**config.mk**
```make
export PLATFORM = sky130hd
export DESIGN_NAME = uart_rx_cfg_flat
export DESIGN_NICKNAME = d
export VERILOG_FILES = /design/src/rtl/uart_rx_cfg_if.sv /design/src/rtl/uart_rx_cfg.sv /design/src/flat_wrapper.sv
export SDC_FILE = /design/constraint.sdc
export NUM_CORES = 1
export LEC_CHECK = 0
export ABC_AREA = 1
export ABC_CLOCK_PERIOD_IN_PS = 3200
export CAP_MARGIN = 10
export CORE_ASPECT_RATIO = 2
export CORE_MARGIN = 2
export CORE_UTILIZATION = 40
export CTS_CLUSTER_SIZE = 40
export DETAILED_ROUTE_END_ITERATION = 8
export HOLD_SLACK_MARGIN = 0.15
export PLACE_DENSITY = 0.6
export REMOVE_ABC_BUFFERS = 1
export SLEW_MARGIN = 25
export SYNTH_ARGS = -nofsm -noshare
export SYNTH_HDL_FRONTEND = slang
export SYNTH_SLANG_ARGS = --single-unit
```
**constraint.sdc**
```tcl
create_clock -name clk -period 3.2 [get_ports clk]
set_input_delay 0.8 -clock clk [delete_from_list [all_inputs] [get_ports clk]]
set_output_delay 0.8 -clock clk [all_outputs]
set_load 0.02 [all_outputs]
```
**src/rtl/uart_rx_cfg_if.sv**
```systemverilog
// Receive-side result bundle of uart_rx_cfg.
//   data_out   : last received word (DATA_BITS wide)
//   valid_out  : one-cycle pulse, frame complete and flags updated
//   parity_err : parity mismatch of the last frame
//   frame_err  : a stop bit of the last frame was sampled low
//   break_det  : one-cycle pulse, break frame detected
//   busy       : receiver is not idle
// master = the receiver driving the bundle, slave = the consumer.
interface uart_rx_cfg_if #(
  parameter int unsigned DATA_BITS = 8
);
  logic [DATA_BITS-1:0] data_out;
  logic                 valid_out;
  logic                 parity_err;
  logic                 frame_err;
  logic                 break_det;
  logic                 busy;

  modport master (
    output data_out, valid_out, parity_err, frame_err, break_det, busy
  );

  modport slave (
    input data_out, valid_out, parity_err, frame_err, break_det, busy
  );
endinterface

```
**src/rtl/uart_rx_cfg.sv**
```systemverilog
// Parametrised oversampling UART receiver (5..9 data bits, none/odd/even
// parity, 1 or 2 stop bits, LSB- or MSB-first).
//   clk, rst_n : system clock, asynchronous active-low reset
//   rx         : asynchronous serial line, idle high
//   tick_os    : single-cycle strobe at OVERSAMPLE x baud
//   rx_if      : result bundle (data_out, valid_out, parity_err, frame_err,
//                break_det, busy), driven through the master modport
module uart_rx_cfg #(
  parameter int unsigned DATA_BITS  = 8,
  parameter int unsigned PARITY     = 0,
  parameter int unsigned STOP_BITS  = 1,
  parameter int unsigned OVERSAMPLE = 16,
  parameter int unsigned LSB_FIRST  = 1
) (
  input  logic          clk,
  input  logic          rst_n,
  input  logic          rx,
  input  logic          tick_os,
  uart_rx_cfg_if.master rx_if
);

  localparam int unsigned TCNT_W = $clog2(OVERSAMPLE);
  localparam int unsigned BCNT_W = $clog2(DATA_BITS + 1);
  localparam logic [TCNT_W-1:0] T_LAST  = TCNT_W'(OVERSAMPLE - 1);
  localparam logic [TCNT_W-1:0] T_HALF  = TCNT_W'(OVERSAMPLE / 2 - 1);
  localparam logic [BCNT_W-1:0] B_DLAST = BCNT_W'(DATA_BITS - 1);
  localparam logic [BCNT_W-1:0] B_SLAST = BCNT_W'(STOP_BITS - 1);

  typedef enum logic [2:0] {
    S_IDLE, S_START, S_DATA, S_PARITY, S_STOP, S_WAIT
  } state_t;

  logic                 r_rx_meta, r_rxs;
  state_t               r_state, w_state_nxt;
  logic [TCNT_W-1:0]    r_tcnt;
  logic [BCNT_W-1:0]    r_bcnt;
  logic [DATA_BITS-1:0] r_shift;
  logic                 r_par_bit;
  logic                 r_ferr_acc;
  logic                 r_stop0_low;
  logic [DATA_BITS-1:0] r_data_out;
  logic                 r_valid, r_perr, r_ferr, r_brk, r_busy;

  logic w_t_last, w_t_half;
  logic w_sample, w_done, w_perr, w_ferr, w_brk, w_stop0_low;

  assign w_t_last = (r_tcnt == T_LAST);
  assign w_t_half = (r_tcnt == T_HALF);

  // State register
  always_ff @(posedge clk or negedge rst_n) begin
    if (!rst_n) r_state <= S_IDLE;
    else        r_state <= w_state_nxt;
  end

  // Next-state logic; nothing moves without a tick
  always_comb begin
    w_state_nxt = r_state;
    if (tick_os) begin
      case (r_state)
        S_IDLE:   if (!r_rxs) w_state_nxt = S_START;
        S_START:  if (w_t_half) w_state_nxt = r_rxs ? S_IDLE : S_DATA;
        S_DATA:   if (w_t_last && (r_bcnt == B_DLAST))
                    w_state_nxt = (PARITY != 0) ? S_PARITY : S_STOP;
        S_PARITY: if (w_t_last) w_state_nxt = S_STOP;
        S_STOP:   if (w_t_last && (r_bcnt == B_SLAST))
                    w_state_nxt = r_rxs ? S_IDLE : S_WAIT;
        S_WAIT:   if (r_rxs) w_state_nxt = S_IDLE;
        default:  w_state_nxt = S_IDLE;
      endcase
    end
  end

  // Frame-completion and flag decode for the last stop sample
  always_comb begin
    w_sample    = tick_os && w_t_last;
    w_done      = (r_state == S_STOP) && w_sample && (r_bcnt == B_SLAST);
    w_ferr      = r_ferr_acc | ~r_rxs;
    w_stop0_low = (r_bcnt == '0) ? ~r_rxs : r_stop0_low;
    w_perr      = 1'b0;
    if (PARITY == 1) w_perr = ~(^r_shift ^ r_par_bit);
    if (PARITY == 2) w_perr = ^r_shift ^ r_par_bit;
    w_brk = (r_shift == '0) && ((PARITY == 0) || !r_par_bit) && w_stop0_low;
  end

  // Synchroniser, counters, shift register and registered outputs
  always_ff @(posedge clk or negedge rst_n) begin
    if (!rst_n) begin
      r_rx_meta   <= 1'b1;
      r_rxs       <= 1'b1;
      r_tcnt      <= '0;
      r_bcnt      <= '0;
      r_shift     <= '0;
      r_par_bit   <= 1'b0;
      r_ferr_acc  <= 1'b0;
      r_stop0_low <= 1'b0;
      r_data_out  <= '0;
      r_valid     <= 1'b0;
      r_perr      <= 1'b0;
      r_ferr      <= 1'b0;
      r_brk       <= 1'b0;
      r_busy      <= 1'b0;
    end else begin
      r_rx_meta <= rx;
      r_rxs     <= r_rx_meta;
      r_valid   <= w_done;
      r_brk     <= w_done && w_brk;
      r_busy    <= (w_state_nxt != S_IDLE);
      if (w_done) begin
        r_data_out <= r_shift;
        r_perr     <= w_perr;
        r_ferr     <= w_ferr;
      end
      if (tick_os) begin
        // Counters restart on every state change
        if (w_state_nxt != r_state)
          r_tcnt <= '0;
        else if (r_state inside {S_START, S_DATA, S_PARITY, S_STOP})
          r_tcnt <= w_t_last ? '0 : r_tcnt + 1'b1;
        if (w_state_nxt != r_state)
          r_bcnt <= '0;
        else if (w_sample && (r_state inside {S_DATA, S_STOP}))
          r_bcnt <= r_bcnt + 1'b1;
      end
      if (r_state == S_START) begin
        r_ferr_acc  <= 1'b0;
        r_stop0_low <= 1'b0;
      end
      if ((r_state == S_DATA) && w_sample) begin
        if (LSB_FIRST != 0) r_shift <= {r_rxs, r_shift[DATA_BITS-1:1]};
        else                r_shift <= {r_shift[DATA_BITS-2:0], r_rxs};
      end
      if ((r_state == S_PARITY) && w_sample) r_par_bit <= r_rxs;
      if ((r_state == S_STOP) && w_sample) begin
        r_ferr_acc <= r_ferr_acc | ~r_rxs;
        if (r_bcnt == '0) r_stop0_low <= ~r_rxs;
      end
    end
  end

  assign rx_if.data_out   = r_data_out;
  assign rx_if.valid_out  = r_valid;
  assign rx_if.parity_err = r_perr;
  assign rx_if.frame_err  = r_ferr;
  assign rx_if.break_det  = r_brk;
  assign rx_if.busy       = r_busy;

endmodule

```
**src/flat_wrapper.sv**
```systemverilog
// flat-port wrapper written by rule: the top's interface ports become plain ports
module uart_rx_cfg_flat 
#(
  parameter int unsigned DATA_BITS  = 8,
  parameter int unsigned PARITY     = 0,
  parameter int unsigned STOP_BITS  = 1,
  parameter int unsigned OVERSAMPLE = 16,
  parameter int unsigned LSB_FIRST  = 1
)
  (clk, rst_n, rx, tick_os, rx_if_data_out, rx_if_valid_out, rx_if_parity_err, rx_if_frame_err, rx_if_break_det, rx_if_busy);
  uart_rx_cfg_if #(.DATA_BITS(DATA_BITS)) rx_if_i ();
  input  logic clk;
  input  logic rst_n;
  input  logic rx;
  input  logic tick_os;
  output wire logic [$bits(rx_if_i.data_out)-1:0] rx_if_data_out;
  output wire logic [$bits(rx_if_i.valid_out)-1:0] rx_if_valid_out;
  output wire logic [$bits(rx_if_i.parity_err)-1:0] rx_if_parity_err;
  output wire logic [$bits(rx_if_i.frame_err)-1:0] rx_if_frame_err;
  output wire logic [$bits(rx_if_i.break_det)-1:0] rx_if_break_det;
  output wire logic [$bits(rx_if_i.busy)-1:0] rx_if_busy;
  assign rx_if_data_out = rx_if_i.data_out;
  assign rx_if_valid_out = rx_if_i.valid_out;
  assign rx_if_parity_err = rx_if_i.parity_err;
  assign rx_if_frame_err = rx_if_i.frame_err;
  assign rx_if_break_det = rx_if_i.break_det;
  assign rx_if_busy = rx_if_i.busy;
  uart_rx_cfg #(.DATA_BITS(DATA_BITS), .PARITY(PARITY), .STOP_BITS(STOP_BITS), .OVERSAMPLE(OVERSAMPLE), .LSB_FIRST(LSB_FIRST)) u_core (.clk(clk), .rst_n(rst_n), .rx(rx), .tick_os(tick_os), .rx_if(rx_if_i));
endmodule
```
==> out/metrics.yaml, run 1 <==
run_status:
  run_status: "completed"
timing:
  finalSetupViolCount: 0
  slew_violations: 0
  setup_tns_ps: 0
  max-slew-margin-rel_pct: 63.5
  report.final.hold_viol_count: 0
  clock.fmax_mhz: 484
  finalCriticalPeriod_ps: 2070
  setup_ws_ps: 1130
  period_share_pct: 64.6
  tightest_slew_ps: 546
  rsz0062_at_grt: "false"
  fin_skew_ps: 5.75
power:
  power_frac_comb_pct: 32.1
  ir_drop_uv: 386
  p_int_mw: 0.828
  power.density_nw_per_um2: 631
  swShare_pct: 37.0
  seq_power_share_pct: 39.7
  p_leak_nw: 1.03
  power_switching_mw: 0.486
  clkPwrFrac_pct: 28.2
clock_tree:
  tritoncts: "built"
  cts_sinks: 34
  h-tree-depth: 2
  cts_setup_buffers: 0
  hold_buffers: 0
  clk_path_buf_depth: 2
  cts_resized: 0
  clockRootBuffer: "clkbuf_8"
  clkTransAtPathRegs_ps: 70
  worstSkewPairLatency_ps: 290
  cts_buffers: 5
global_route:
  grt_max_degree: 35
  busiest_layer: "met2"
  antenna_found_initial: 0
  grt_pass1_vias: 1467
  grt-ovfl-total: 0
  grtUsageMet3_pct: 3.33
  track_usage_pct: 17.4
  grt_use_met2_pct: 30.2
  grt_use_met1_pct: 18.7
  grt_pass1_wl_um: 6600
synth:
  avgSynthCellArea_sq_um: 8.07
  yosysSeqAreaShare_pct: 47.8
  synth_cell_types: 25
  ys_ff_latch: 34
  yosys_warnings: 0
  synth_area_sq_um: 1780
  synthCells: 221
placement:
  dpl_cell_area_sq_um: 1970
  dp_slack_ps: 814
  io_buffers: 15
  dp.cells: 284
  dp_hpwl_um: 2920
  routabilityCongestion: 0.851
worst_setup_path:
  path_delay_family: "simple AND/OR/NAND/NOR gates"
  crit_slowest_cell: "clkdlybuf4s50_1"
  r2r_start: "u_core.r_tcnt[0]"
  cp_common_cell: "nand2_1"
  worst_setup_path_end_kind: "flip-flop"
  cp-start-kind: "input port"
  crit_arrival_ps: 2300
  critical_path_class: "input port to flip-flop"
  critPathBufInv: 2
  cpPeakStageDelay_ps: 480
  crit_chain: "clkdlybuf4s50_1 -> inv_1 -> nor2_1 -> nand2_1 -> nand2_1 -> nand4_1 -> nand2_1"
  cp_max_fo: 21
  worstSetupStartpoint: "tick_os"
  critical_path_required_ps: 3430
layout:
  diodes: 0
  fin_util_pct: 48.0
  fin_cells: 292
  nets: 244
  area_delta_synth_final_pct: 16.6
  seqCellArea_sq_um: 853
  final_area_sq_um: 2080
  multi_input_area_sq_um: 783
  final.fill_count: 443
  drive_above_1_share_pct: 16.4
route:
  vias: 1460
  routed_wl_um: 3870
  route.detailed.wl_per_inst_um: 13.2
  drt-vias-per-instance: 5.00
  first_pass_iters: 4
  initialDrtViolationCount: 25
  antenna_left: 0
  drcViolationCount: 0
floorplan:
  dieHeight_um: 98.5
  num_rows: 34
  die-area_sq_um: 5040
  start_util_pct: 41.1
  die-width_um: 51.2
  io_pins: 17
  coreArea_sq_um: 4340
run:
  timing.max_cap.violations: 0
min_path:
  min_from: "u_core.r_rx_meta"
  hp-class: "flip-flop to flip-flop"
## power by group through the flow
stage | Combinational (mW) | Sequential, mW | Clock (mW)
final | 0.421 | 0.522 | 0.371
after global routing | 0.480 | 0.529 | 0.399
after CTS | 0.430 | 0.522 | 0.380
after detailed placement | 0.429 | 0.530 | 0
after global placement | 0.424 | 0.529 | 0
after floorplan | 0.310 | 0.523 | 0
## cell usage after synthesis, drive strengths merged
master | count | area [sq um]
conb | 1 | 3.75
o21ai | 23 | 115
clkinv | 1 | 3.75
inv | 26 | 97.6
dfrtp | 32 | 801
buf | 6 | 38.8
a21oi | 1 | 5.00
o21bai | 2 | 15.0
or2 | 2 | 12.5
dfstp | 2 | 52.6
nor2 | 24 | 120
clkbuf | 2 | 7.51
ha | 3 | 37.5
o21a | 1 | 7.51
nand4 | 16 | 100
nand3 | 17 | 110
nand2 | 61 | 244
nor4 | 1 | 12.5
## area by class of cell
class / count / share of cell area (%)
Inverter: 27 / 4.87
Tap cell: 54 / 3.25
Sequential cell: 34 / 41.0
Multi-Input combinational cell: 152 / 37.6
Timing Repair Buffer: 17 / 7.94
Clock buffer: 8 / 5.29
## layout by cell type (no fill, tap or decap)
cell type,count
nand2_1,55
dfrtp_1,32
o21ai_0,23
inv_1,21
nor2_1,16
nand4_1,16
clkdlybuf4s50_1,15
nand3_1,12
clkbuf_8,8
nand2_2,6
nor2_2,6
inv_2,5
nand3_2,5
ha_1,3
o21bai_1,2
nor2_4,2
or2_2,2
buf_4,2
dfstp_2,2
clkinv_1,1
o21a_1,1
nor4_2,1
a21oi_1,1
conb_1,1
## per-layer routing
metal	wire, um	vias up
met3	104	9
li1	-	744
met4	120	0
met1	1440	686
met5	0	-
met2	2200	21
## path summary, 6_finish.rpt
check                                         end  slack [ps]  cells after the start
worst min register to register       u_core.r_rxs         360                      0
max in group asynchronous        u_core.r_rx_meta        1950                      2
worst max register to register   u_core.r_tcnt[0]        1250                     11
min in group asynchronous       u_core.r_state[1]         920                      2
worst max-delay path             u_core.r_bcnt[3]        1130                      7
worst min-delay path                 u_core.r_rxs         360                      0
## state kept, by name, indices dropped and copies added, names as in the netlist
| signal | cells |
|---|---|
| u_core.rx_if.data_out | 8 |
| u_core.rx_if.break_det | 1 |
| u_core.r_rxs | 1 |
| u_core.r_shift | 8 |
| u_core.r_tcnt | 4 |
| u_core.r_state | 3 |
| u_core.rx_if.valid_out | 1 |
| u_core.rx_if.frame_err | 1 |
| u_core.r_bcnt | 4 |
| u_core.rx_if.busy | 1 |
| u_core.r_ferr_acc | 1 |
| u_core.r_rx_meta | 1 |
## kinds of logic after synthesis
logic type                 share of synthesized area [%]
DFF                                                 47.8
AOI/OAI and AO/OA                                   7.99
adders and majority gates                           2.10
and+or+nand+nor                                     33.6
other                                              0.210
buffers and inverters                               8.28
## stage by stage
| stage | hold WS (ps) | power [mW] |
|---|---|---|
| after floorplan | 345 | 0.833 |
| after global placement | 347 | 0.953 |
| after detailed placement | 352 | 0.959 |
| after CTS | 362 | 1.33 |
| after global routing | 374 | 1.41 |
| final | 360 | 1.31 |
(Power assumes the default switching activity.)
==> inputs of run 2 (changes only) <==
- ABC_CLOCK_PERIOD_IN_PS: 3200 -> 1950
- clock period: 3.2 -> 1.95 ns (I/O delays scaled with it)
==> run 2 against run 1 <==
Net effect:
- cell count up 2.4%
- critical path type is now flip-flop to flip-flop
- sequential share of layout area fell by 2.1 points
- highest routed layer unchanged
- sequential power grew 67%
- setup slack worse by 1000 ps
- die area is the same
- worst hold slack got worse by 7.9 ps
- global-route usage grew 0.23 points
- clock-buffer cell count down 1
==> out/metrics.yaml, run 2 (synthesized netlist as in run 1, its figures left out) <==
run:
  timing.max_cap.violations: 0
floorplan:
  num_rows: 34
  io_pins: 17
  die-area_sq_um: 5040
  coreArea_sq_um: 4340
  start_util_pct: 41.1
  die-width_um: 51.2
  dieHeight_um: 98.5
clock_tree:
  cts_buffers: 5
  clockRootBuffer: "clkbuf_8"
  worstSkewPairLatency_ps: 280
  tritoncts: "built"
  h-tree-depth: 2
  clkTransAtPathRegs_ps: 70
  clk_path_buf_depth: 2
  cts_sinks: 34
timing:
  slew_violations: 0
  period_share_pct: 93.5
  holdWs_ps: 352
  finalCriticalPeriod_ps: 1820
  finalSetupViolCount: 0
  report.final.hold_viol_count: 0
  fin_skew_ps: 4.65
  clock.fmax_mhz: 549
route:
  wl_met1_um: 1590
  route.detailed.wl_per_inst_um: 13.7
  antenna_left: 0
  dr.max_layer_used: "met4"
  drcViolationCount: 0
  initialDrtViolationCount: 32
  wl_met3_um: 99
  wl_met2_um: 2290
  vias: 1553
  drt-vias-per-instance: 5.19
  first_pass_iters: 4
  routed_wl_um: 4110
power:
  swShare_pct: 39.7
  power.density_nw_per_um2: 1020
  seq_power_share_pct: 38.9
  power_switching_mw: 0.889
  power_frac_comb_pct: 37.6
  p_int_mw: 1.35
  p_leak_nw: 1.08
  clkPwrFrac_pct: 23.5
  ir_drop_uv: 478
worst_setup_path:
  r2r_start: "u_core.r_tcnt[1]"
  rr_endpoint: "u_core.r_bcnt[3]"
  critical_path_required_ps: 2170
  crit_slowest_cell: "dfrtp_1"
  cpPeakStageDelay_ps: 430
  crit_arrival_ps: 2040
  critical_path_class: "flip-flop to flip-flop"
  cp.depth: 11
  crit_chain: "ha_4 -> nand2_4 -> nor2_4 -> nand2_2 -> nand2_1 -> nand3_2 -> nand3_4 -> nand3_4 -> nor2_4 -> nand4_1 -> nand2_1"
  path_delay_family: "simple AND/OR/NAND/NOR gates"
  cp-start-kind: "flip-flop"
  ff2ff_path_depth: 11
  rrSetupSlack_ps: 130
  critPathBufInv: 0
  cp_max_fo: 6
  worst_setup_path_end_kind: "flip-flop"
min_path:
  min_from: "u_core.r_rx_meta"
  hp-class: "flip-flop to flip-flop"
  hold_depth: 0
  min_to: "u_core.r_rxs"
layout:
  mostFrequentLayoutCell: "nand2_1"
  nets: 252
  area_delta_synth_final_pct: 23.0
  drive_above_1_share_pct: 22.9
  final_area_sq_um: 2190
  diodes: 0
  final_cell_mix: "nand2_1, dfrtp_1, o21ai_0"
global_route:
  antenna_found_initial: 0
  grt-ovfl-total: 0
  track_usage_pct: 17.7
  grt_max_degree: 35
  grt_pass1_vias: 1468
  grt_pass1_wl_um: 6620
placement:
  dpl_cell_area_sq_um: 2010
  routabilityCongestion: 0.827
  dp_hpwl_um: 2960
  io_buffers: 15
run_status:
  run_status: "completed"
[run 2: worst max path at each step]
stage	start	end	slack (ps)
finish	u_core.r_tcnt[1]	u_core.r_bcnt[3]	130
global route	u_core.r_tcnt[1]	u_core.r_tcnt[1]	-20
CTS	u_core.r_tcnt[0]	u_core.r_tcnt[0]	50
detailed placement	tick_os	u_core.r_tcnt[0]	50
global placement	tick_os	u_core.r_tcnt[0]	70
floorplan	u_core.r_tcnt[0]	u_core.r_bcnt[2]	290
[run 2: area by class of cell]
| type | instances | area [sq um] |
|---|---|---|
| multi-input combinational | 153 | 868 |
| tap | 54 | 67.6 |
| fill | 434 | 2140 |
| inverter | 27 | 101 |
| clock buffer | 7 | 86.3 |
| sequential | 34 | 853 |
| timing repair buffer | 24 | 218 |
[run 2: per-stage QoR]
stage	utilization, %	setup WS, ps	cells	power (mW)	TNS, ps
final	50.6	127	299	2.24	0
after global routing	50.6	-19.7	299	2.40	-70.2
after global placement	46.3	67.0	289	1.56	0
after floorplan	-	295	213	1.37	0
after detailed placement	46.3	48.1	289	1.56	0
after CTS	48.3	54.0	296	2.09	0
[run 2: layer usage]
metal	GRT usage, %	vias up
met5	0	-
met4	9.72	0
met3	3.18	9
met2	31.4	26
met1	19.0	760
li1	-	758
[run 2: power groups by stage]
stage / Clock, mW / Combinational (mW) / Sequential [mW]
after floorplan: 0 / 0.509 / 0.858
after global placement: 0 / 0.698 / 0.866
after detailed placement: 0 / 0.694 / 0.865
after CTS: 0.542 / 0.697 / 0.852
after global routing: 0.572 / 0.944 / 0.881
final: 0.525 / 0.842 / 0.871
[run 2: timing repair]
action	in CTS	in global routing
setup endpoints to repair	0	8
resized for setup	0	17
buffers inserted	0	2
hold endpoints to repair	0	0
hold buffers	0	0
==> inputs of run 3 (changes only) <==
- SETUP_SLACK_MARGIN: default -> 0.02
==> run 3 against run 2 <==
Net effect:
- fmax increased by 0.43%
- routed wire length increased by 0.22%
- power increased by 0.21%
- largest power group unchanged
==> out/metrics.yaml, run 3 (synthesized netlist as in run 1, its figures left out) <==
run_status:
  run_status: "completed"
placement:
  io_buffers: 15
  dp_slack_ps: 48.1
  dp_hpwl_um: 2960
  dpl_cell_area_sq_um: 2010
  routabilityCongestion: 0.827
clock_tree:
  worstSkewPairLatency_ps: 290
  cts_buffers: 5
  tritoncts: "built"
  clkTransAtPathRegs_ps: 70
  clk_path_buf_depth: 2
  clockRootBuffer: "clkbuf_8"
  h-tree-depth: 2
  cts_sinks: 34
global_route:
  track_usage_pct: 17.7
  grt_pass1_wl_um: 6620
  grt-ovfl-total: 0
  grt_max_degree: 35
  antenna_found_initial: 0
  grt_pass1_vias: 1468
timing:
  holdWs_ps: 352
  finalCriticalPeriod_ps: 1820
  fin_skew_ps: 4.70
  period_share_pct: 93.1
  slew_violations: 0
  setup_ws_ps: 135
  clock.fmax_mhz: 551
  rsz0062_at_grt: "true"
  report.final.hold_viol_count: 0
  finalSetupViolCount: 0
route:
  drcViolationCount: 0
  wl_met1_um: 1600
  initialDrtViolationCount: 30
  dr.max_layer_used: "met4"
  route.detailed.wl_per_inst_um: 13.7
  antenna_left: 0
  drt-vias-per-instance: 5.19
  wl_met3_um: 97
  wl_met2_um: 2270
  vias: 1558
  first_pass_iters: 4
  routed_wl_um: 4120
floorplan:
  dieHeight_um: 98.5
  num_rows: 34
  die-area_sq_um: 5040
  io_pins: 17
  die-width_um: 51.2
  coreArea_sq_um: 4340
  start_util_pct: 41.1
power:
  ir_drop_uv: 479
  power.density_nw_per_um2: 1020
  p_leak_nw: 1.08
  fin_total_pwr_mw: 2.24
worst_setup_path:
  crit_chain: "ha_4 -> nand2_4 -> nor2_4 -> nand2_2 -> nand2_1 -> nand3_2 -> nand3_4 -> nand3_4 -> nor2_4 -> nand4_1 -> nand2_1"
  cpPeakStageDelay_ps: 420
  rr_endpoint: "u_core.r_tcnt[0]"
  r2r_start: "u_core.r_tcnt[1]"
  cp-start-kind: "flip-flop"
  worst_setup_path_end_kind: "flip-flop"
  crit_arrival_ps: 2040
  worstSetupStartpoint: "u_core.r_tcnt[1]"
  crit_slowest_cell: "dfrtp_1"
  endpoint: "u_core.r_tcnt[0]"
  cp_max_fo: 6
  critical_path_class: "flip-flop to flip-flop"
  critical_path_required_ps: 2170
  ff2ff_path_depth: 11
  rrSetupSlack_ps: 130
layout:
  diodes: 0
  final_cell_mix: "nand2_1, dfrtp_1, o21ai_0"
  area_delta_synth_final_pct: 23.4
  mostFrequentLayoutCell: "nand2_1"
  final_area_sq_um: 2200
  nets: 253
  drive_above_1_share_pct: 23.2
run:
  timing.max_cap.violations: 0
min_path:
  hp-class: "flip-flop to flip-flop"
==> run 3: cell types whose count changed in the layout (fill, tap and decap cells not counted) <==
cell | before | now
buf_4 | 9 | 10
==> run 3: where the power goes <==
| group | total (mW) | switching [mW] | internal, mW |
|---|---|---|---|
| combinational | 0.847 | 0.544 | 0.303 |
| sequential | 0.871 | 0.0991 | 0.771 |
| clock | 0.526 | 0.246 | 0.280 |
==> run 3: cell type report <==
cell class	instances	area (sq um)
Fill cell	434	2140
Sequential cell	34	853
Clock buffer	7	86.3
Timing Repair Buffer	25	225
Inverter	27	101
Tap cell	54	67.6
Multi-Input combinational cell	153	868
==> run 3: worst min path at each step <==
stage | from | to | slack [ps] | cells after the start
after floorplan | rst_n | u_core.r_bcnt[0] | 190 | 0
after global placement | u_core.r_rx_meta | u_core.r_rxs | 350 | 0
after detailed placement | u_core.r_rx_meta | u_core.r_rxs | 350 | 0
after CTS | u_core.r_rx_meta | u_core.r_rxs | 360 | 0
after global routing | u_core.r_rx_meta | u_core.r_rxs | 360 | 0
final | u_core.r_rx_meta | u_core.r_rxs | 350 | 0
==> run 3: per-layer routing <==
layer | GRT usage, % | vias up
met3 | 3.18 | 11
met5 | 0 | -
met4 | 9.72 | 0
met1 | 19.0 | 762
li1 | - | 761
met2 | 31.4 | 24
==> run 3: timing repair <==
item                                    4_1_cts  5_1_grt
hold buffers                                  0        0
endpoints found under the setup margin        0        8
buffers inserted                              0        3
gates resized for setup                       0       17
==> run 3: worst max-delay path: cells and delay by family, from the launching register on <==
kind / cells / cell delay (ps)
adders and majority gates: 1 / 190
and+or+nand+nor: 10 / 1150
DFF: 1 / 420
==> run 3: stage by stage <==
step / setup TNS (ps) / utilization [%] / std cells
floorplan: 0 / - / 213
global placement: 0 / 46.3 / 289
detailed placement: 0 / 46.3 / 289
CTS: 0 / 48.3 / 296
global route: -10.6 / 50.7 / 300
finish: 0 / 50.7 / 300
